### src/rtl/palette_pkg.sv
// palette_pkg: shared definitions for the palette frame sequencer.
//   state_t      - sequencer FSM states
//   PIX_PER_WORD - 4-bit pixels packed into one 32-bit memory word
//   NIBBLE_W     - bits per palette index
//   RGB565_W     - decoded color width
package palette_pkg;

  localparam int unsigned PIX_PER_WORD = 8;
  localparam int unsigned NIBBLE_W     = 4;
  localparam int unsigned RGB565_W     = 16;
  localparam int unsigned WORD_W       = PIX_PER_WORD * NIBBLE_W;
  localparam int unsigned NIB_SEL_W    = $clog2(PIX_PER_WORD);

  typedef enum logic [2:0] {
    ST_IDLE,
    ST_REQ,
    ST_WAIT,
    ST_EMIT,
    ST_DONE
  } state_t;

endpackage

### src/rtl/pixel_unpacker.sv
// pixel_unpacker: holds one fetched 32-bit word and steps through its
// eight 4-bit palette indices, leftmost (bits [3:0]) first.
//   i_clk, i_rst_n : clock, asynchronous active-low reset
//   i_load         : capture i_data, present nibble 0
//   i_advance      : present the next nibble
//   i_data         : packed pixel word
//   o_idx          : registered palette index of the current nibble
//   o_last         : current nibble is the final one of the word
module pixel_unpacker
  import palette_pkg::*;
(
  input  logic                i_clk,
  input  logic                i_rst_n,
  input  logic                i_load,
  input  logic                i_advance,
  input  logic [WORD_W-1:0]   i_data,
  output logic [NIBBLE_W-1:0] o_idx,
  output logic                o_last
);

  logic [WORD_W-1:0]    r_buf;
  logic [NIB_SEL_W-1:0] r_nib;
  logic [NIBBLE_W-1:0]  r_idx;
  logic [NIB_SEL_W-1:0] w_nib_next;

  assign w_nib_next = r_nib + NIB_SEL_W'(1);

  always_ff @(posedge i_clk or negedge i_rst_n) begin
    if (!i_rst_n) begin
      r_buf <= '0;
      r_nib <= '0;
      r_idx <= '0;
    end else if (i_load) begin
      r_buf <= i_data;
      r_nib <= '0;
      r_idx <= i_data[NIBBLE_W-1:0];
    end else if (i_advance) begin
      // Index register is loaded with the upcoming nibble so it is valid
      // in the same cycle the counter moves.
      r_nib <= w_nib_next;
      r_idx <= r_buf[w_nib_next * NIBBLE_W +: NIBBLE_W];
    end
  end

  assign o_idx  = r_idx;
  assign o_last = (r_nib == NIB_SEL_W'(PIX_PER_WORD - 1));

endmodule

### src/rtl/palette_frame_sequencer.sv
// palette_frame_sequencer: fetches a frame of packed 4-bit palette indices
// from word-addressed memory, drives them to an external color decoder and
// forwards the decoded RGB565 color as a valid/ready pixel stream.
//   Clock, nReset        : clock, asynchronous active-low reset
//   Start / Busy / Done  : frame control handshake
//   MemRd, MemAddr       : one-cycle read request, address held until MemValid
//   MemValid, MemData    : read response strobe and packed pixels
//   ColorIdx / ColorIn   : registered decoder index / decoded color
//   PixData, PixValid, PixReady : pixel stream
//   PixFirst, PixLineEnd : markers for x=0,y=0 and x=H_RES-1
module palette_frame_sequencer
  import palette_pkg::*;
#(
  parameter int unsigned H_RES  = 320,
  parameter int unsigned V_RES  = 240,
  parameter int unsigned ADDR_W = 14
) (
  input  logic                Clock,
  input  logic                nReset,
  input  logic                Start,
  output logic                Busy,
  output logic                Done,
  output logic                MemRd,
  output logic [ADDR_W-1:0]   MemAddr,
  input  logic                MemValid,
  input  logic [WORD_W-1:0]   MemData,
  output logic [NIBBLE_W-1:0] ColorIdx,
  input  logic [RGB565_W-1:0] ColorIn,
  output logic [RGB565_W-1:0] PixData,
  output logic                PixValid,
  input  logic                PixReady,
  output logic                PixFirst,
  output logic                PixLineEnd
);

  localparam int unsigned XW = (H_RES > 1) ? $clog2(H_RES) : 1;
  localparam int unsigned YW = $clog2(V_RES + 1);
  localparam logic [XW-1:0]     X_LAST    = XW'(H_RES - 1);
  localparam logic [ADDR_W-1:0] LAST_WORD = ADDR_W'(H_RES * V_RES / PIX_PER_WORD - 1);

  state_t              r_state;
  state_t              w_next;
  logic [ADDR_W-1:0]   r_addr;
  logic [XW-1:0]       r_x;
  logic [YW-1:0]       r_y;
  logic                w_accept;
  logic                w_load;
  logic                w_last_nib;
  logic [NIBBLE_W-1:0] w_idx;

  pixel_unpacker u_unpacker (
    .i_clk     (Clock),
    .i_rst_n   (nReset),
    .i_load    (w_load),
    .i_advance (w_accept),
    .i_data    (MemData),
    .o_idx     (w_idx),
    .o_last    (w_last_nib)
  );

  always_ff @(posedge Clock or negedge nReset) begin
    if (!nReset) r_state <= ST_IDLE;
    else         r_state <= w_next;
  end

  always_comb begin
    w_next     = r_state;
    w_accept   = 1'b0;
    w_load     = 1'b0;
    Busy       = 1'b0;
    Done       = 1'b0;
    MemRd      = 1'b0;
    PixValid   = 1'b0;
    PixFirst   = 1'b0;
    PixLineEnd = 1'b0;
    case (r_state)
      ST_IDLE: if (Start) w_next = ST_REQ;
      ST_REQ: begin
        Busy   = 1'b1;
        MemRd  = 1'b1;
        w_next = ST_WAIT;
      end
      ST_WAIT: begin
        Busy = 1'b1;
        if (MemValid) begin
          w_load = 1'b1;
          w_next = ST_EMIT;
        end
      end
      ST_EMIT: begin
        Busy       = 1'b1;
        PixValid   = 1'b1;
        PixFirst   = (r_x == '0) && (r_y == '0);
        PixLineEnd = (r_x == X_LAST);
        if (PixReady) begin
          w_accept = 1'b1;
          if (w_last_nib) w_next = (r_addr == LAST_WORD) ? ST_DONE : ST_REQ;
        end
      end
      ST_DONE: begin
        Done   = 1'b1;
        w_next = ST_IDLE;
      end
      default: w_next = ST_IDLE;
    endcase
  end

  always_ff @(posedge Clock or negedge nReset) begin
    if (!nReset) begin
      r_addr <= '0;
      r_x    <= '0;
      r_y    <= '0;
    end else if (r_state == ST_IDLE && Start) begin
      r_addr <= '0;
      r_x    <= '0;
      r_y    <= '0;
    end else if (w_accept) begin
      if (r_x == X_LAST) begin
        r_x <= '0;
        r_y <= r_y + YW'(1);
      end else begin
        r_x <= r_x + XW'(1);
      end
      // Address stays on the last word when the frame ends.
      if (w_last_nib && r_addr != LAST_WORD) r_addr <= r_addr + ADDR_W'(1);
    end
  end

  assign MemAddr  = r_addr;
  assign ColorIdx = w_idx;
  assign PixData  = ColorIn;

endmodule
### config.mk
export PLATFORM = sky130hd
export DESIGN_NAME = palette_frame_sequencer
export DESIGN_NICKNAME = d
export VERILOG_FILES = /design/src/rtl/palette_pkg.sv /design/src/rtl/pixel_unpacker.sv /design/src/rtl/palette_frame_sequencer.sv
export SDC_FILE = /design/constraint.sdc
export NUM_CORES = 1
export LEC_CHECK = 0
export BUFFER_PORTS_ARGS = -buffer_cell sky130_fd_sc_hd__buf_2
export CAP_MARGIN = 20
export CELL_PAD_IN_SITES_DETAIL_PLACEMENT = 2
export CELL_PAD_IN_SITES_GLOBAL_PLACEMENT = 2
export CORE_MARGIN = 2
export CORE_UTILIZATION = 34
export CTS_CLUSTER_SIZE = 10
export DETAILED_ROUTE_END_ITERATION = 16
export PLACE_DENSITY_LB_ADDON = 0.2
export SLEW_MARGIN = 20
export SYNTH_ARGS = -nofsm -noshare
export SYNTH_HDL_FRONTEND = slang
export SYNTH_SLANG_ARGS = --single-unit
export TNS_END_PERCENT = 10
### constraint.sdc
create_clock -name Clock -period 2.2 [get_ports Clock]
set_clock_uncertainty 0.1 [all_clocks]
set_input_delay 0.11 -clock Clock [delete_from_list [all_inputs] [get_ports Clock]]
set_output_delay 0.11 -clock Clock [all_outputs]
set_load 0.02 [all_outputs]
==> reports/results.tsv <==
stage	metric	value	unit
outcome	run status	completed	
power_and_ir_drop	Comb pwr share	0.318	
final_layout	layout cell share with drive strength beyond 1	0.320	
yosys	#FFs+latches synth	73	
timing	Slew @ Worst Pin	569	ps
power_and_ir_drop	Pwr Density	1130	mW/mm^2
timing	fin crit share	0.936	
yosys	EDFF count, synth	0	
final_layout	P&R area growth vs syn	26.8	%
power_and_ir_drop	Pwr Total	5530	uW
drt	wire length per cell	20.1	um
cts	setup bufs post-CTS	0	
timing	Final Hold Vio Count	0	
floorplanning	Die H	110	um
global_routing	first-pass GRT wire length	18.8	mm
power_and_ir_drop	Net Switching	1770	uW
drt	routed wire length	11.5	mm
final_layout	commonest cells after routing, fill and taps aside	dfrtp_1 (72), buf_2 (60), dlygate4sd3_1 (33)	
yosys	Synth area leader	dfrtp_1	
yosys	post-synth top area share	0.474	
yosys	Synth Flop Type	dfrtp_1	
drt	DR iter-0 viols	105	
critical_path	Worst Path Arrival	2220	ps
final_layout	most common cell after layout, fill and taps aside	dfrtp_1	
critical_path	cell family with most CP delay	simple AND/OR/NAND/NOR gates	
placed_design	IO Port Bufs	60	
cts	clk sinks	73	
cts	CTS tree	yes	
floorplanning	die area	0.0122	mm^2
yosys	Synth Cell Area	0.00385	mm^2
power_and_ir_drop	peak supply drop	0.658	mV
floorplanning	IO Count	93	
final_layout	Final #Nets	486	
yosys	syn avg cell area	11.2	um^2
critical_path	Critical-path top delay cell	or4_1	
yosys	dominant cells by area after synthesis	dfrtp_1 (47%), mux2_2 (9.4%), mux4_2 (4.7%)	
critical_path	Worst Setup Start Kind	register	
final_layout	Antenna Cells	0	
drt	Vias	3115	
placed_design	gp weighted congestion	0.721	
drt	DRT Pass-1 Iters	4	
critical_path	worst-path cell chain	ha_1 > and2_1 > and4_1 > or4_1 > a21oi_1	
critical_path	Buf+Inv Stages, Crit Path	0	
timing	fin. max-slew vios	0	
timing	setup violators final	0	
cts	Worst-Skew Late Latency	340	ps
drt	# DRC	0	
drt	vias per cell	5.46	
power_and_ir_drop	Clock Power Share	0.300	
floorplanning	core region area	0.0109	mm^2
yosys	Distinct cells, synth	48	
cts	Clock transition at path regs	60	ps
global_routing	grt ovf	0	
timing	Setup TNS Final	0	ps
drt	Post-DRT Antenna Nets	0	
floorplanning	Die W	110	um
power_and_ir_drop	cell-internal power	3760	uW
power_and_ir_drop	Sw Ratio	0.320	
power_and_ir_drop	sequential share of power	0.382	
floorplanning	row cnt	38	
final_layout	final std cells w/o fill	571	
global_routing	number of global-route vias before repair	3438	
power_and_ir_drop	Lkg Pwr	0.00213	uW
timing	setup repair after global routing missed its margin	false	
cts	H-tree levels	3	
critical_path	critical path fanouts, max	12	
worst_hold_path	worst hold path class	in -> reg	
placed_design	placed insts	522	
yosys	ys async rst share	1.00	
cts	clock root cell	clkbuf_16	
cts	TritonCTS Buffers	9	
flow_run	max cap viols	0	
critical_path	Critical Path End Type	register	
global_routing	largest net degree at the start of global routing	32	
critical_path	critical path class	reg -> reg	
yosys	Seq/Total Area, Yosys	0.474	
placed_design	DP Wirelength	7.41	mm
yosys	Synth Net Count	405	
critical_path	critical path required time	2360	ps
critical_path	critical path's largest stage delay	550	ps
yosys	YS warnings	0	
cts	clock tree buffer depth	2	
yosys	Synth Instances	345	
timing	Tmin final	2060	ps
timing	relative slew slack	0.621	
global_routing	Global Route Usage Sum	0.195	
timing	Achievable Freq	486	MHz
floorplanning	Initial Util	0.352	
global_routing	initial antenna violation count	0	
[stage by stage]
step | hold WS [ps] | utilization | setup WS, ps | instance area, um^2
after floorplan | -286 | - | 243 | 3850
after global placement | 37.9 | 0.385 | 220 | 4210
after detailed placement | 37.7 | 0.385 | 140 | 4210
after CTS | 78.7 | 0.446 | 139 | 4880
after global routing | 67.1 | 0.447 | 14.3 | 4880
final | 80.1 | 0.447 | 141 | 4880
[logic make-up (layout without fill, tap and decap cells)]
kind of cell / count (synthesis) / count (layout) / share of synthesized area
compound gates: 60 / 60 / 0.0968
xor+xnor: 6 / 6 / 0.0136
fa+ha+maj: 7 / 7 / 0.0227
buf+inv: 45 / 131 / 0.0685
flops: 73 / 73 / 0.474
mux: 46 / 46 / 0.156
simple gates: 108 / 108 / 0.168
[worst register-to-register path, cell delays in order (launching register included)]
cell     delay (ps)
dfrtp_1         430
ha_1            270
and2_1          170
and4_1          310
or4_1           550
a21oi_1         160
[synth_stat cells, drive strengths merged, types with 5 or more instances]
library cell and n:
nor2 12, o211ai 5, o21ai 12, dfrtp 73, nand3 12, buf 27, nand4 8, and3 5
or4 12, mux4 8, nand2 25, mux2i 6, o31ai 15, and2 5, clkbuf 9, mux2 32
inv 9, ha 7, a21oi 19
[path summary, 6_finish.rpt]
check	from	cells past startpoint	slack, ps	to
setup / recovery	MemAddr[0]	5	140	MemAddr[5]
hold / removal	Start	3	80	r_state[0]
setup reg to reg	MemAddr[0]	5	140	MemAddr[5]
hold reg to reg	u_unpacker.r_buf[5]	1	400	u_unpacker.r_buf[5]
max in group asynchronous	nReset	3	950	u_unpacker.r_buf[3]
min in group asynchronous	nReset	2	210	MemAddr[9]
[state kept, by name (all words and copies together), names as in the netlist]
register / flops
MemAddr: 14
u_unpacker.r_buf: 32
r_x: 9
u_unpacker.o_idx: 4
r_y: 8
r_state: 3
u_unpacker.r_nib: 3
[final cells by class]
cell class | instances | area (um^2)
Multi-Input combinational cell | 227 | 1770
Sequential cell | 73 | 1830
Inverter | 9 | 33.8
Clock inverter | 5 | 85.1
Tap cell | 140 | 175
Clock buffer | 11 | 253
Timing Repair Buffer | 106 | 741
Fill cell | 1129 | 6050
[metal layers]
metal / vias up / GRT usage / share of wire
met1: 1618 / 0.232 / 0.41
met2: 57 / 0.347 / 0.54
li1: 1423 / - / -
met5: - / 0 / 0
met3: 17 / 0.0406 / 0.036
met4: 0 / 0.0708 / 0.015
[what timing repair did]
item	in CTS	in global routing
hold buffers	33	0
hold endpoints to repair	57	0
endpoints found under the setup margin	0	1
resized for setup	0	1
[power by group through the flow]
stage          combinational (uW)  sequential (uW)  clock, uW
2_1_floorplan                1260             2050          0
3_3_place_gp                 1620             2090          0
3_5_place_dp                 1720             2120          0
4_1_cts                      1770             2100       1710
5_1_grt                      1940             2190       1750
6_report                     1760             2120       1660
(Power assumes the default switching activity.)
